$ cat src/rtl/alu_exec_sequencer.sv
`default_nettype none
// ============================================================================
// Module   : alu_exec_sequencer
// Brief    : Multi-cycle execute controller: read operands, drive ALU,
//            write back result and flags, own the PSR.
// Revision : 1.0
// ============================================================================
module alu_exec_sequencer #(
    parameter int DATA_WIDTH     = 16,
    parameter int REG_ADDR_WIDTH = 4,
    parameter int FLAG_WIDTH     = 5
) (
    input  logic                      clk,
    input  logic                      rst_n,
    input  logic                      cmdValid,
    output logic                      cmdReady,
    input  logic [4:0]                cmdOp,
    input  logic [REG_ADDR_WIDTH-1:0] cmdDst,
    input  logic [REG_ADDR_WIDTH-1:0] cmdSrcA,
    input  logic [REG_ADDR_WIDTH-1:0] cmdSrcB,
    input  logic                      cmdUseImm,
    input  logic [DATA_WIDTH-1:0]     cmdImm,
    output logic [REG_ADDR_WIDTH-1:0] rfRaddrA,
    output logic [REG_ADDR_WIDTH-1:0] rfRaddrB,
    input  logic [DATA_WIDTH-1:0]     rfRdataA,
    input  logic [DATA_WIDTH-1:0]     rfRdataB,
    output logic                      rfWe,
    output logic [REG_ADDR_WIDTH-1:0] rfWaddr,
    output logic [DATA_WIDTH-1:0]     rfWdata,
    output logic [DATA_WIDTH-1:0]     aluInput1,
    output logic [DATA_WIDTH-1:0]     aluInput2,
    output logic [4:0]                aluOp,
    output logic [FLAG_WIDTH-1:0]     aluInFlags,
    input  logic [FLAG_WIDTH-1:0]     aluOutFlags,
    input  logic [DATA_WIDTH-1:0]     aluResult,
    input  logic                      psrWe,
    input  logic [FLAG_WIDTH-1:0]     psrWdata,
    output logic [FLAG_WIDTH-1:0]     psr,
    output logic                      done,
    output logic                      illegalOp
);

    typedef enum logic [2:0] {
        S_IDLE = 3'd0,
        S_READ = 3'd1,
        S_EXEC = 3'd2,
        S_WB   = 3'd3,
        S_ERR  = 3'd4
    } state_e;

    localparam logic [4:0] c_OP_CMP  = 5'd6;
    localparam logic [4:0] c_OP_CMPU = 5'd7;

    state_e                    state_q, state_d;
    logic [4:0]                op_q;
    logic [REG_ADDR_WIDTH-1:0] dst_q;
    logic [REG_ADDR_WIDTH-1:0] src_a_q;
    logic [REG_ADDR_WIDTH-1:0] src_b_q;
    logic                      use_imm_q;
    logic [DATA_WIDTH-1:0]     imm_q;
    logic [DATA_WIDTH-1:0]     result_q;
    logic [FLAG_WIDTH-1:0]     flags_q;
    logic [FLAG_WIDTH-1:0]     psr_q, psr_d;

    logic w_accept;
    logic w_op_legal;
    logic w_flag_op;
    logic w_writes_rf;

    assign w_accept    = cmdValid && (state_q == S_IDLE);
    assign w_op_legal  = (cmdOp != 5'd0) && !cmdOp[4];
    assign w_flag_op   = (op_q <= c_OP_CMPU);
    assign w_writes_rf = (op_q != c_OP_CMP) && (op_q != c_OP_CMPU);

    always_ff @(posedge clk or negedge rst_n) begin
        if (!rst_n) begin
            state_q   <= S_IDLE;
            op_q      <= '0;
            dst_q     <= '0;
            src_a_q   <= '0;
            src_b_q   <= '0;
            use_imm_q <= 1'b0;
            imm_q     <= '0;
            result_q  <= '0;
            flags_q   <= '0;
            psr_q     <= '0;
        end else begin
            state_q <= state_d;
            psr_q   <= psr_d;
            if (w_accept) begin
                op_q      <= cmdOp;
                dst_q     <= cmdDst;
                src_a_q   <= cmdSrcA;
                src_b_q   <= cmdSrcB;
                use_imm_q <= cmdUseImm;
                imm_q     <= cmdImm;
            end
            if (state_q == S_EXEC) begin
                result_q <= aluResult;
                flags_q  <= aluOutFlags;
            end
        end
    end

    always_comb begin
        state_d   = state_q;
        cmdReady  = 1'b0;
        done      = 1'b0;
        illegalOp = 1'b0;
        rfWe      = 1'b0;
        aluInput1 = '0;
        aluInput2 = '0;
        aluOp     = '0;
        case (state_q)
            S_IDLE: begin
                cmdReady = 1'b1;
                if (cmdValid) begin
                    state_d = w_op_legal ? S_READ : S_ERR;
                end
            end
            S_READ: begin
                state_d = S_EXEC;
            end
            S_EXEC: begin
                aluInput1 = rfRdataA;
                aluInput2 = use_imm_q ? imm_q : rfRdataB;
                aluOp     = op_q;
                state_d   = S_WB;
            end
            S_WB: begin
                done    = 1'b1;
                rfWe    = w_writes_rf;
                state_d = S_IDLE;
            end
            S_ERR: begin
                done      = 1'b1;
                illegalOp = 1'b1;
                state_d   = S_IDLE;
            end
            default: begin
                state_d = S_IDLE;
            end
        endcase
    end

    // ALU flags of a flag-updating op take priority over an external PSR load.
    always_comb begin
        psr_d = psr_q;
        if (psrWe) begin
            psr_d = psrWdata;
        end
        if ((state_q == S_WB) && w_flag_op) begin
            psr_d = flags_q;
        end
    end

    assign rfRaddrA   = src_a_q;
    assign rfRaddrB   = src_b_q;
    assign rfWaddr    = dst_q;
    assign rfWdata    = result_q;
    assign aluInFlags = psr_q;
    assign psr        = psr_q;

endmodule
`default_nettype wire

$ cat config.mk
export PLATFORM = sky130hd
export DESIGN_NAME = alu_exec_sequencer
export DESIGN_NICKNAME = d
export VERILOG_FILES = /design/src/rtl/alu_exec_sequencer.sv
export SDC_FILE = /design/constraint.sdc
export NUM_CORES = 1
export LEC_CHECK = 0
export CAP_MARGIN = 20
export CORE_MARGIN = 1
export CORE_UTILIZATION = 41
export DETAILED_ROUTE_END_ITERATION = 16
export GPL_ROUTABILITY_DRIVEN = 0
export HOLD_SLACK_MARGIN = 0.05
export PLACE_DENSITY = 0.9
export SYNTH_ARGS = -nofsm -noshare
export SYNTH_HDL_FRONTEND = slang
export SYNTH_SLANG_ARGS = --single-unit
$ cat constraint.sdc
create_clock -name clk -period 2.6 [get_ports clk]
set_clock_uncertainty 0.1 [all_clocks]
set_input_delay 0.65 -clock clk [delete_from_list [all_inputs] [get_ports clk]]
set_output_delay 0.65 -clock clk [all_outputs]
set_load 0.02 [all_outputs]
After elaboration in Yosys (flattened, before gate mapping)
Index checks and enable logic that the tools add are counted.
{"block": "totals", "ff_bits": 63, "wordCells": 40}
{"block": "classes", "n_lt_le_gt_ge": 1, "n_eq_ne": 7, "n_mux": 13, "reduce_logical": 9}
{"cell": "2-to-1 mux 16 bit", "n": 3}
{"cell": "2-to-1 mux 5 bit", "n": 3}
{"cell": "!= test 5 x 3 -> 1 bit (second input constant)", "n": 2}
{"cell": "one-hot mux 3 bit (3 select lines)", "n": 1}
{"cell": "== test 3 x 2 -> 1 bit (second input constant)", "n": 2}
{"cell": "2-to-1 mux 3 bit", "n": 2}
{"cell": "less-or-equal comparator 5 x 3 -> 1 bit (second input constant)", "n": 1}
{"cell": "nonzero test 5 bit", "n": 1}
{"cell": "logical AND 1 bit", "n": 4}
{"cell": "2-to-1 mux 1 bit", "n": 4}
{"cell": "== test 3 x 1 -> 1 bit (second input constant)", "n": 1}
{"cell": "== test 3 bit (second input constant)", "n": 1}
{"cell": "zero test 3 bit", "n": 1}
{"cell": "!= test 2 bit (second input constant)", "n": 1}
{"cell": "nonzero test 2 bit", "n": 1}
{"cell": "OR reduction 2 bit", "n": 1}
{"cell": "zero test 1 bit", "n": 1}

Logic depth before layout (Yosys ltp)
Gate-level depths: netlist of the first run.
{"block": "logic_depth", "ltp_word": 5, "depth_mapped": 6}

Worst setup path after synthesis of the first run
Ideal clock, no wire load.
{"block": "synth_path", "kind": "reg-to-output", "from": "reg state_q[0]", "to": "out aluInput2[10]", "t_arrival_ns": 1.498, "slack_ns": 0.352, "stages_incl_launch_ff": 6, "path_buffers": 3, "cell_sequence": "dfrtp_1 > buf_2 > or3b_1 > buf_2 > buf_6 > nor2_1"}
{"block": "synth_between", "elab_chain_cells": 2}
{"element": "from (decl)", "line_no": "54", "text": "state_e state_q, state_d;"}
{"element": "from (signal assigned)", "line_no": "88", "text": "state_q <= state_d;"}
{"element": "== test 3 x 2 -> 1 bit", "line_no": "114", "text": "case (state_q)"}
{"element": "2-to-1 mux 16 bit", "line_no": "114"}
{"element": "to (decl)", "line_no": "31", "text": "output logic [DATA_WIDTH-1:0] aluInput2,"}
Every way passes these cells.

Final worst setup path of the first run
{"block": "layout_path", "from": "reg state_q[0]", "to": "out aluInput1[3]"}
{"block": "layout_between", "elab_chain_cells": 2}
{"element": "== test 3 x 2 -> 1 bit", "line_no": "114"}
{"element": "2-to-1 mux 16 bit", "line_no": "114"}
{"element": "to (decl)", "line_no": "30", "text": "output logic [DATA_WIDTH-1:0] aluInput1,"}
Every way passes these cells.

==> results_dict.tcl, run 1 <==
set metrics [dict create \
    status "finished, final reports clean" \
    fmax_ghz 0.398 \
    finalInstanceArea_sq_um 4900 \
    drtPass1Iterations 4 \
    drt_iter0_drc 49 \
    power_density_nw_per_um2 1160 \
    track_usage 0.218 \
    syn_to_final_growth_pct 67.4 \
    nets 531 \
    ir_drop_v 0.000562 \
    fp.dieW_um 86.5 \
    clk_pin_slew_worst_paths_ns 0.07 \
    fin_util 0.718 \
    hp-class "input port to async pin" \
    cellLeakagePower_nw 2.27 \
    antenna_cells 0 \
    use_met3 0.0638 \
    synth_fp_nets 355 \
    grt_antenna_before_repair 0 \
    ys.warnings.count 0 \
    hold_violations 0 \
    io_pins 175 \
    crit_required_ns 1.85 \
    critPathLaunchType "flop" \
    fin_crit_ns 2.51 \
    slew_headroom 0.745 \
    vias_per_cell 4.60 \
    cp-end-kind "output port" \
    cts_setup_buffers 0 \
    initial_core_util 0.429 \
    globalRouteOverflowTotal 0 \
    setup_viol 0 \
    core-area_sq_um 6830 \
    crit_chain "buf_4 > nor3b_4 > buf_12 > and2_1 > clkdlybuf4s15_1" \
    tightestPinTransition_ns 0.379 \
    power_mw 5.71 \
    drive_gt1_frac 0.189 \
    grt.busiest_layer "met2" \
    h-tree-depth 3 \
    drt_wl_total_um 7760 \
    portBuffers 174 \
    use_met1 0.259 \
    grtUsageMet2 0.380 \
    fin_crit_sh 0.966 \
    synth_area_per_cell_sq_um 11.3 \
    dieArea_sq_um 7490 \
    yosysUniqueCellTypes 24 \
    place_area_sq_um 4780 \
    crit_family "buffers and inverters" \
    root_buffer "clkbuf_8" \
    maxCapViolCount 0 \
    crit_path_max_fanout 22 \
    cts_buffers 9 \
    ant_nets 0 \
    cts_buffer_depth 2 \
    die_h_um 86.5 \
    worstPathArrival_ns 1.76 \
    row_count 30 \
    num_vias 2468 \
    dp.final_hpwl_um 5740 \
    grt_pass1_wl_um 12400 \
    worst_skew_pair.late_latency_ns 0.32 \
    wl_per_cell_um 14.5 \
    final_cell_mix "clkdlybuf4s50_1, nand2_1, dfrtp_1, mux2_2, and2_1" \
    hold_buffers 0 \
    fin_setup_tns_ns 0 \
    rsz0062_at_grt "false" \
    cts_tree "yes" \
    synthCells 259 \
    grt_pass1_vias 2586 \
    holdWs_ns 0.234 \
    cts_num_sinks 63 \
    drc 0 \
    drv_slew 0 \
    grt_max_degree 64 \
    synth-seq-area-share 0.538 \
    r2r_setup_slack_ns 0.93 \
    final_common_cell "clkdlybuf4s50_1" \
    syn_area_sq_um 2930 \
    ys_seq_elements 63 \
    slowest_delay_ns 0.37 \
    cpMaxStageDelayCell "dfrtp_1" \
    path_class "flop to output port" \
    crit_buf_inv 3 \
]
cells in the mapped netlist:
cell type,instances,area [sq um]
a31oi_1,1,6.26
and2_1,21,131
buf_2,7,35.0
buf_4,5,37.5
buf_6,5,56.3
clkbuf_1,3,11.3
dfrtp_1,63,1580
mux2_1,2,22.5
mux2_2,42,473
mux2i_1,16,160
nand2_1,63,236
nand2b_1,2,12.5
nand2b_4,1,13.8
nand3b_1,1,7.51
nor2_1,18,67.6
nor3_1,1,5.00
nor3_4,1,16.3
nor3b_1,1,7.51
nor3b_2,1,12.5
nor4_1,1,6.26
o21a_1,1,7.51
o41ai_1,1,8.76
or3b_1,1,8.76
xnor2_1,1,8.76
state kept, by name (all words and copies together) (netlist names):
signal,flops
aluInFlags,5
flags_q,5
op_q,5
imm_q,16
use_imm_q,1
rfWdata,16
state_q,3
rfRaddrA,4
rfRaddrB,4
rfWaddr,4
logic make-up after synthesis:
logic type | count (synthesis) | synth area share
AND/OR/NAND/NOR | 112 | 0.179
buffers and inverters | 20 | 0.0478
XOR/XNOR | 1 | 0.00299
AO/OA/AOI/OAI | 3 | 0.00769
multiplexers | 60 | 0.224
flip-flops | 63 | 0.538
stage by stage:
| step | worst slack, ns | std cells |
|---|---|---|
| floorplan | 0.352 | 259 |
| global placement | -0.0489 | 520 |
| detailed placement | -0.0354 | 520 |
| CTS | 0.0116 | 536 |
| global route | 0.00108 | 536 |
| finish | 0.0874 | 536 |
layout make-up:
type	instances	area (sq um)
repair buffers	185	1780
well taps	96	120
clock inverters	4	70.1
multi-input cells	176	1220
fillers	515	1930
flip-flops and latches	63	1580
clock buffers	12	135
path summary, 6_finish.rpt:
check                      depth (start not counted)      endpoint        from
max                                                5  aluInput1[3]  state_q[0]
min                                                2    rfWdata[2]       rst_n
max reg2reg                                        5      imm_q[8]  state_q[2]
min reg2reg                                        2    rfWdata[9]  rfWdata[9]
max in group asynchronous                          2   rfRaddrB[2]       rst_n
min in group clk                                   2    rfWdata[9]  rfWdata[9]
what timing repair did:
| item | in CTS | in global routing |
|---|---|---|
| resized for setup | 39 | 34 |
| pin swaps | 0 | 0 |
| setup endpoints to repair | 39 | 21 |
power breakdown:
group / switching (mW) / internal [mW]
combinational: 1.57 / 1.53
sequential: 0.258 / 1.46
clock: 0.355 / 0.538
metal layers:
metal,share of wire,vias to the layer above
li1,-,1203
met1,0.40,1154
met2,0.52,102
met3,0.070,9
met4,0.011,0
met5,0,-
No activity file was read; power rests on OpenSTA's default activity.
==> run 2, diff against run 1 <==
--- a/config.mk
+++ b/config.mk
@@ -6,6 +6,7 @@
 export NUM_CORES = 1
 export LEC_CHECK = 0
 export CAP_MARGIN = 20
+export CORE_ASPECT_RATIO = 2
 export CORE_MARGIN = 1
 export CORE_UTILIZATION = 41
 export DETAILED_ROUTE_END_ITERATION = 16
==> run 2 against run 1 <==
Sequential power is essentially flat. Via count up 1.8%. Wire length rose by 5.9%. Total power rose by 9.6%. Register-to-register slack got worse by 0.06 ns. Fmax down 0.69%. Critical path type unchanged. Sequential share of layout area decreased by 0.59 points. Clock power increased by 61%. Global-route usage is 1.2 points higher. Largest power group unchanged. Die area increased by 0.28%.
==> results_dict.tcl, run 2 (synthesis results as in run 1) <==
set metrics [dict create \
    cts_buffer_depth 2 \
    crit_required_ns 1.85 \
    root_buffer "clkbuf_16" \
    clk_pin_slew_worst_paths_ns 0.05 \
    startpoint "state_q[1]" \
    r2r_cells 5 \
    dp.final_hpwl_um 6210 \
    drtPass1Iterations 4 \
    core-area_sq_um 6940 \
    tightestPinTransition_ns 0.621 \
    crit_path_max_fanout 4 \
    io_pins 175 \
    grt_max_degree 38 \
    fmax_ghz 0.395 \
    nets 533 \
    track_usage 0.231 \
    drive_gt1_frac 0.238 \
    crit_end "aluInput2[13]" \
    initial_core_util 0.422 \
    slew_headroom 0.586 \
    power_mw 6.26 \
    row_count 43 \
    cellLeakagePower_nw 2.31 \
    globalRouteOverflowTotal 0 \
    wl_per_cell_um 15.4 \
    rsz0062_at_grt "false" \
    power_density_nw_per_um2 1250 \
    fin_cells 532 \
    status "finished, final reports clean" \
    hp-class "input port to async pin" \
    setup_viol 0 \
    cts_buffers 9 \
    drv_slew 0 \
    worstReg2RegEnd "op_q[0]" \
    worst_skew_pair.late_latency_ns 0.32 \
    cp-end-kind "output port" \
    r2r_start "state_q[2]" \
    num_vias 2513 \
    fp.dieW_um 61.8 \
    cts_tree "yes" \
    die_h_um 122 \
    path_class "flop to output port" \
    fin_crit_sh 0.973 \
    hold_violations 0 \
    maxCapViolCount 0 \
    drt_wl_total_um 8210 \
    h-tree-depth 3 \
    placed_cells 516 \
    syn_to_final_growth_pct 70.5 \
    dieArea_sq_um 7510 \
    worstPathArrival_ns 1.78 \
    portBuffers 174 \
    grt_pass1_vias 2608 \
    cts_num_sinks 63 \
    vias_per_cell 4.72 \
    grt_pass1_wl_um 12100 \
    drt_iter0_drc 72 \
    fill_cells 477 \
    final_common_cell "clkdlybuf4s50_1" \
    fin_setup_tns_ns 0 \
    ant_nets 0 \
    r2r_setup_slack_ns 0.87 \
    critPathLaunchType "flop" \
    fin_crit_ns 2.53 \
    grt_antenna_before_repair 0 \
    antenna_cells 0 \
    drc 0 \
    ir_drop_v 0.000745 \
    final_cell_mix "clkdlybuf4s50_1, nand2_1, dfrtp_1, mux2_2, clkbuf_2" \
]
run 2: cell count changes in the layout (fill, tap and decap cells not counted), moves of 2 or more:
cell / change
buf_4: +3
bufinv_16: +2
clkbuf_1: -3
clkbuf_16: +9
clkbuf_2: +16
clkbuf_8: -9
dlygate4sd2_1: -16
run 2: what timing repair did:
action,4_1_cts,5_1_grt
setup endpoints to repair,39,36
pin swaps,0,0
hold endpoints to repair,0,0
buffers inserted,0,0
gates resized for setup,45,61
hold buffers,0,0
gates cloned,0,0
run 2: power breakdown:
group | switching, mW | leakage (nW) | total, mW | internal [mW]
Combinational | 1.58 | 1.37 | 3.10 | 1.51
Sequential | 0.259 | 0.755 | 1.73 | 1.47
Clock | 0.410 | 0.179 | 1.44 | 1.03
run 2: worst min-delay path by stage:
stage / end / slack [ns] / cells after the start
6_report: rfWdata[5] / 0.24 / 1
5_1_grt: rfWdata[6] / 0.29 / 1
4_1_cts: rfWdata[6] / 0.25 / 1
2_1_floorplan: aluInFlags[0] / 0.25 / 0
3_5_place_dp: state_q[1] / 0.35 / 1
3_3_place_gp: state_q[1] / 0.33 / 1
run 2: layout make-up:
class                           count  area [sq um]  area share
Sequential cell                    63          1580       0.316
Clock inverter                      7           135      0.0271
Timing Repair Buffer              187          1730       0.346
Tap cell                           90           113      0.0225
Multi-Input combinational cell    176          1220       0.244
Clock buffer                        9           225      0.0451
run 2: worst max-delay path, cell delays in order (launching register included):
cell and delay (ns):
dfrtp_1 0.41, or3b_1 0.44, buf_4 0.18, nor2_1 0.09, dlygate4sd2_1 0.33
run 2: through the flow:
| step | util | setup slack (ns) | hold slack, ns | area (sq um) |
|---|---|---|---|---|
| 5_1_grt | 0.720 | 0.00190 | 0.290 | 4990 |
| 2_1_floorplan | - | 0.352 | 0.254 | 2930 |
| 4_1_cts | 0.735 | 0.0000397 | 0.248 | 5100 |
| 6_report | 0.720 | 0.0699 | 0.236 | 4990 |
| 3_3_place_gp | 0.689 | -0.0284 | 0.329 | 4780 |
| 3_5_place_dp | 0.689 | -0.0577 | 0.350 | 4780 |
run 2: layer usage:
metal / share of wire / track usage / vias to the layer above
li1: - / - / 1202
met1: 0.34 / 0.206 / 1182
met2: 0.57 / 0.415 / 109
met3: 0.055 / 0.0817 / 20
met4: 0.038 / 0.132 / 0
met5: 0 / 0 / -
